### config.mk
export PLATFORM = sky130hd
export DESIGN_NAME = key_event_queue
export DESIGN_NICKNAME = d
export VERILOG_FILES = /design/src/rtl/key_event_queue.sv
export SDC_FILE = /design/constraint.sdc
export NUM_CORES = 1
export LEC_CHECK = 0
export ABC_AREA = 1
export CAP_MARGIN = 20
export CORE_MARGIN = 1
export CORE_UTILIZATION = 49
export DETAILED_ROUTE_END_ITERATION = 6
export DONT_BUFFER_PORTS = 1
export PLACE_DENSITY = 0.63
export SLEW_MARGIN = 40
export SYNTH_ARGS = -nofsm -noshare
export SYNTH_HDL_FRONTEND = slang
export SYNTH_SLANG_ARGS = --single-unit
export TNS_END_PERCENT = 20
### constraint.sdc
create_clock -name clk -period 4.4 [get_ports clk]
set_input_delay 0.66 -clock clk [delete_from_list [all_inputs] [get_ports clk]]
set_output_delay 0.66 -clock clk [all_outputs]
set_load 0.02 [all_outputs]
### src/rtl/key_event_queue.sv
`timescale 1ns/1ps
// key_event_queue
// Consumer end of the key event stream. Valid key events (type byte 8'd1)
// are stamped with a free-running 16-bit timestamp and buffered in a FIFO
// that the CPU drains through a strobe-based read port.
//
// Ports:
//   clk       system clock
//   rst       asynchronous, active-high reset
//   ev_valid  one-cycle event strobe from the key manager
//   ev_data   32-bit event word, sampled when ev_valid=1
//   rd        one-cycle CPU pop strobe
//   clr       synchronous flush (priority over rd and ev_valid)
//   rdata     head entry, 0 when empty
//   empty     FIFO holds no entries
//   full      FIFO holds DEPTH entries
//   count     number of stored entries
//   irq_out   level interrupt while events are pending
//   overflow  sticky: an event was dropped because the FIFO was full
module key_event_queue #(
  parameter int unsigned DEPTH    = 8,
  parameter int unsigned AW       = 3,
  parameter int unsigned TICK_DIV = 50000
) (
  input  logic          clk,
  input  logic          rst,
  input  logic          ev_valid,
  input  logic [31:0]   ev_data,
  input  logic          rd,
  input  logic          clr,
  output logic [31:0]   rdata,
  output logic          empty,
  output logic          full,
  output logic [AW:0]   count,
  output logic          irq_out,
  output logic          overflow
);

  localparam int unsigned PW       = (TICK_DIV > 1) ? $clog2(TICK_DIV) : 1;
  localparam int unsigned CW       = AW + 1;
  localparam logic [PW-1:0] PRE_MAX = PW'(TICK_DIV - 1);
  localparam logic [CW-1:0] CNT_FULL = CW'(DEPTH);
  localparam logic [7:0]    EV_TYPE_KEY = 8'd1;

  logic [PW-1:0] pre_q, pre_d;
  logic [15:0]   ts_q, ts_d;
  logic [AW-1:0] wptr_q, wptr_d;
  logic [AW-1:0] rptr_q, rptr_d;
  logic [CW-1:0] count_q, count_d;
  logic          ovf_q, ovf_d;
  logic [31:0]   mem_q [DEPTH];

  logic          tick;
  logic          ev_ok;
  logic          do_rd;
  logic          do_wr;
  logic          empty_int;
  logic          full_int;
  logic [31:0]   wr_word;

  // Flags come straight from the registered count.
  assign empty_int = (count_q == '0);
  assign full_int  = (count_q == CNT_FULL);

  // Timestamp prescaler and counter; unaffected by clr.
  always_comb begin
    tick  = (pre_q == PRE_MAX);
    pre_d = tick ? '0 : pre_q + PW'(1);
    ts_d  = tick ? ts_q + 16'd1 : ts_q;
  end

  // FIFO control: clr wins; a pop frees the slot a full-FIFO write needs.
  always_comb begin
    ev_ok   = ev_valid && (ev_data[31:24] == EV_TYPE_KEY);
    do_rd   = rd && !empty_int;
    do_wr   = ev_ok && (!full_int || do_rd);
    wr_word = {ev_data[31:24], ts_q, ev_data[7:0]};

    wptr_d  = wptr_q;
    rptr_d  = rptr_q;
    count_d = count_q;
    ovf_d   = ovf_q;

    if (clr) begin
      wptr_d  = '0;
      rptr_d  = '0;
      count_d = '0;
      ovf_d   = 1'b0;
    end else begin
      if (do_wr) wptr_d = wptr_q + AW'(1);
      if (do_rd) rptr_d = rptr_q + AW'(1);
      unique case ({do_wr, do_rd})
        2'b10:   count_d = count_q + CW'(1);
        2'b01:   count_d = count_q - CW'(1);
        default: count_d = count_q;
      endcase
      if (ev_ok && full_int && !do_rd) ovf_d = 1'b1;
    end
  end

  // Control registers.
  always_ff @(posedge clk or posedge rst) begin
    if (rst) begin
      pre_q   <= '0;
      ts_q    <= '0;
      wptr_q  <= '0;
      rptr_q  <= '0;
      count_q <= '0;
      ovf_q   <= 1'b0;
    end else begin
      pre_q   <= pre_d;
      ts_q    <= ts_d;
      wptr_q  <= wptr_d;
      rptr_q  <= rptr_d;
      count_q <= count_d;
      ovf_q   <= ovf_d;
    end
  end

  // Storage array; contents are don't-care until written.
  always_ff @(posedge clk) begin
    if (do_wr && !clr) mem_q[wptr_q] <= wr_word;
  end

  assign rdata    = empty_int ? 32'd0 : mem_q[rptr_q];
  assign empty    = empty_int;
  assign full     = full_int;
  assign count    = count_q;
  assign irq_out  = !empty_int;
  assign overflow = ovf_q;

endmodule
After elaboration in Yosys (flattened, before gate mapping) --
Memories as Yosys holds them, arrays and structs flattened. Cells that the tools add are included.
Storage, ports and cells: register bits after elaboration 43, RAM bits 256, bits of input ports 37, memories kept 1
Cells by class: add/subtract/negate cells 6, eq/ne operators 5, mux-type cells 12, reduce and logical (&&, ||, !) cells 16
Memories:
- mem_q | words 8, bits a word 32, read ports 1, clocked after memory_dff 0, write ports 1, RTL line 51 | logic [31:0] mem_q [DEPTH];
Operators by type and width (count):
- $add 16x1->16 const B | 2
- $mux 32 | 1
- $eq 16x16->1 const B | 1
- $mux 16 | 1
- $mux 3 | 4
- $eq 8x1->1 const B | 1
- $pmux 4 s2 | 1
- $add 3x1->3 const B | 2
- $logic_and 1x1->1 | 6
- $reduce_bool 2->1 | 3
- $add 4x1->4 const B | 1
- $eq 4x4->1 const B | 1
- $logic_not 1->1 | 4
- $logic_not 4->1 | 1
- $mux 1 | 4
- $mux 4 | 1
- $sub 4x1->4 const B | 1
- $reduce_bool 3->1 | 1
- $eq 2x1->1 const B | 1
- $eq 2x2->1 const B | 1
- $logic_or 1x1->1 | 1

Depth between registers and ports, before layout --
depth after elaboration 8, mapped depth 15

Worst setup path after synthesis --
OpenSTA, ideal clock, no wires.
path type in2reg, from in ev_data[27], to mem mem_q[4][0], enable pin, arrival time 3519 ps, data required time 3939 ps, slack 420 ps, stages 7, path buffers 0, path through nor2_1 -> nand3_1 -> nor2_2 -> nand2_1 -> nor2_2 -> nand2_1 -> nor3_1
On the way: cells in the longest elaborated chain, start to end 6
Ends and longest elaborated chain:
- from (decl) | RTL line 28 | input logic [31:0] ev_data,
- $eq 8x1->1 | RTL line 74 | ev_ok = ev_valid && (ev_data[31:24] == EV_TYPE_KEY);
- $logic_and 1x1->1 | RTL line 74
- $logic_and 1x1->1 | RTL line 76 | do_wr = ev_ok && (!full_int || do_rd);
- $logic_and 1x1->1 | RTL line 122 | if (do_wr && !clr) mem_q[wptr_q] <= wr_word;
- $mux 1 | RTL line 122
- $mux 1 (implied by the code) | RTL line 122
- to (decl) | RTL line 51
No other way between the ends.

Worst setup path after layout --
from reg rptr_q[0], to out rdata[7]
On the way: cells in the longest elaborated chain, start to end 2
Ends and longest elaborated chain:
- from (decl) | RTL line 48 | logic [AW-1:0] rptr_q, rptr_d;
- from (signal assigned) | RTL line 114 | rptr_q <= rptr_d;
- $mem_v2 8x32
- $mux 32 | RTL line 125 | assign rdata = empty_int ? 32'd0 : mem_q[rptr_q];
- to (decl) | RTL line 31 | output logic [31:0] rdata,
No other way between the ends.

==> results.tsv <==
metric	value	unit
tightest_slew	0.579	ns
finClkSkew	0.00863	ns
hold_buffers	0	
r2r_setup_slack	1.73	ns
dr.pass1.iters	7	
clk_latency	0.54	ns
ioPinCount	77	
area_delta_synth_final	10.9	%
final_common_cell	edfxtp_1	
power_per_cell_area	559	nW/um^2
yosys_warnings	0	
fin_crit	3.55	ns
rsz0062_at_grt	false	
cts_made_buffers	31	
cts_buffer_depth	3	
antenna_left	0	
core	25000	sq um
rows	58	
setup_viol	0	
finalMaxSlewViolations	0	
async_flop_share	14.4	%
cp_slowest_cell	dfrtp_4	
drc_errors	0	
dp_hpwl	14.9	mm
gp_congestion	0.868	
routed_wl	25.6	mm
ys_ff_latch	299	
finalPower	7.72	mW
start_util	49.8	%
vias	7639	
maxSlewHeadroom	61.3	%
first_iter_violations	472	
worstHoldPathType	in -> async	
grt_usage	19.9	%
ctsResizeCount	0	
worst_slack	0.853	ns
antenna_cells	0	
path_buf_inv	2	
wl_per_cell	18.2	microns
maxCapViolCount	0	
crit_top_cell	o21ai_0	
critical_path_peak_fanout	35	
die_x	162	microns
crit_path_cell_trace	inv_2 -> buf_4 -> o21ai_0 -> o21ai_1 -> o21ai_0 -> nor2_1	
end_kind	output port	
finalSetupTns	0	ns
post-route-util	55.2	%
yosysSeqAreaShare	70.3	%
start_kind	flip-flop	
peakVddDrop	0.308	mV
fill_cells	2076	
grt_max_degree	97	
run_status	complete, no violations	
clkTransAtPathRegs	0.06	ns
busiest_layer	met2	
portBuffers	0	
grt_first_pass_wirelength	40.4	mm
syn-instance-count	1044	
syn_nets	1088	
vias_per_cell	5.43	
gr-total-overflow	0	
place_ws	1.38	ns
crit_family	buffers and inverters	
grtUsageMet1	25.7	%
multiInputGateArea	3270	sq um
fmax	0.282	GHz
synth_edf_count	256	
power.leakage	4.80	nW
ys.flop_type	edfxtp_1	
cts_tree	built	
mappedNetlistArea	12500	sq um
cp.arrival	2.89	ns
avgSynthCellArea	11.9	sq um
min_period_over_period	80.6	%
grt_antenna_before_repair	0	
die_area	26100	sq um
ys_types	32	
fin_nets	1095	
drive_gt1_share	9.57	%
finalHoldViolations	0	
post_cts_buffers	0	
clock-sinks	299	
critPathRequiredTime	3.74	ns
critPathKind	reg -> out	
gr-usage-met3	3.78	%
cts-root-buf	clkbuf_16	
most-common-layout-cells	edfxtp_1, nor2_1, o21ai_0	
regArea	8770	sq um
grt_pass1_vias	7520	
max_stage_delay	0.66	ns
use_met2	34.9	%
htreeDepth	1	
dieHeight	162	microns
[worst register-to-register path, stage by stage (launching register included)]
cell	delay, ns
dfrtp_1	0.52
nor2_2	0.24
nand2_4	0.33
nand2_2	0.24
inv_2	0.08
o21ai_2	0.15
inv_2	0.11
ha_1	0.33
a21oi_1	0.17
nand2_1	0.07
nand2_1	0.07
nand2_1	0.05
nand2_1	0.06
nand2_1	0.05
nand2_1	0.06
nand2_1	0.04
[state kept, by name, summed over array words and instances, names as in the netlist]
signal / count
count: 4
wptr_q: 3
mem_q: 256
ts_q: 16
overflow: 1
pre_q: 16
rptr_q: 3
[power breakdown]
part / internal, mW / total, mW / leakage [nW] / switching, mW
Clock: 1.41 / 2.47 / 0.478 / 1.06
Combinational: 0.540 / 2.04 / 1.48 / 1.50
Sequential: 3.08 / 3.21 / 2.84 / 0.125
[synthesized netlist by cell type, types with 2 or more instances]
master	number	share of area [%]
a31oi_1	2	0.10
xor2_1	13	0.91
buf_12	3	0.48
clkbuf_1	20	0.60
o22ai_1	32	1.6
a21oi_1	5	0.20
nand2_2	3	0.15
dfrtp_1	43	8.6
edfxtp_1	256	62
nand3_1	21	0.84
buf_4	5	0.30
o21ai_0	155	6.2
xnor2_1	6	0.42
nor2_2	4	0.20
buf_2	13	0.52
ha_1	6	0.60
inv_2	5	0.15
nand4_1	7	0.35
inv_1	43	1.3
mux2i_1	32	2.6
clkbuf_2	4	0.16
buf_6	4	0.36
o21ai_1	19	0.76
nand2_1	83	2.5
nor3_1	22	0.88
nor2_1	232	7.0
[final timing paths]
path                                start        end  cells after the start
worst max-delay path            rptr_q[0]   rdata[7]                      6
worst min-delay path                  rst  pre_q[14]                      1
worst max register to register   count[0]   count[3]                     15
worst min register to register   pre_q[0]   pre_q[0]                      1
max in group asynchronous             rst  rptr_q[1]                      1
min in group clk                      clr  rptr_q[1]                      1
[layer usage]
| layer | share of wire [%] | vias to the layer above |
|---|---|---|
| met5 | 0 | - |
| met4 | 1.5 | 0 |
| met3 | 5.8 | 30 |
| met2 | 50 | 169 |
| met1 | 43 | 3725 |
| li1 | - | 3715 |
[logic make-up (layout without fill, tap and decap cells)]
kind of cell / after synthesis / count (layout) / share of synthesized area (%)
buf+inv: 97 / 129 / 3.87
flops: 299 / 299 / 70.3
simple gates: 374 / 374 / 12.1
mux: 32 / 32 / 2.57
compound gates: 216 / 216 / 9.09
xor+xnor: 19 / 19 / 1.33
fa+ha+maj: 7 / 7 / 0.763
[final cells by class]
| type | count | area share (%) |
|---|---|---|
| Tap cell | 330 | 2.99 |
| Clock buffer | 32 | 5.64 |
| Sequential cell | 299 | 63.4 |
| Timing Repair Buffer | 23 | 1.52 |
| Clock inverter | 26 | 1.47 |
| Inverter | 48 | 1.32 |
| Multi-Input combinational cell | 648 | 23.6 |
[stage by stage]
stage | hold WS, ns | instances | area, sq um
4_1_cts | 0.0461 | 1406 | 13800
3_3_place_gp | 0.446 | 1347 | 12800
2_1_floorplan | 0.430 | 1044 | 12500
5_1_grt | 0.0675 | 1406 | 13800
6_report | 0.0386 | 1406 | 13800
3_5_place_dp | 0.453 | 1348 | 12800
Note: power is estimated with default switching activity, not from simulation.
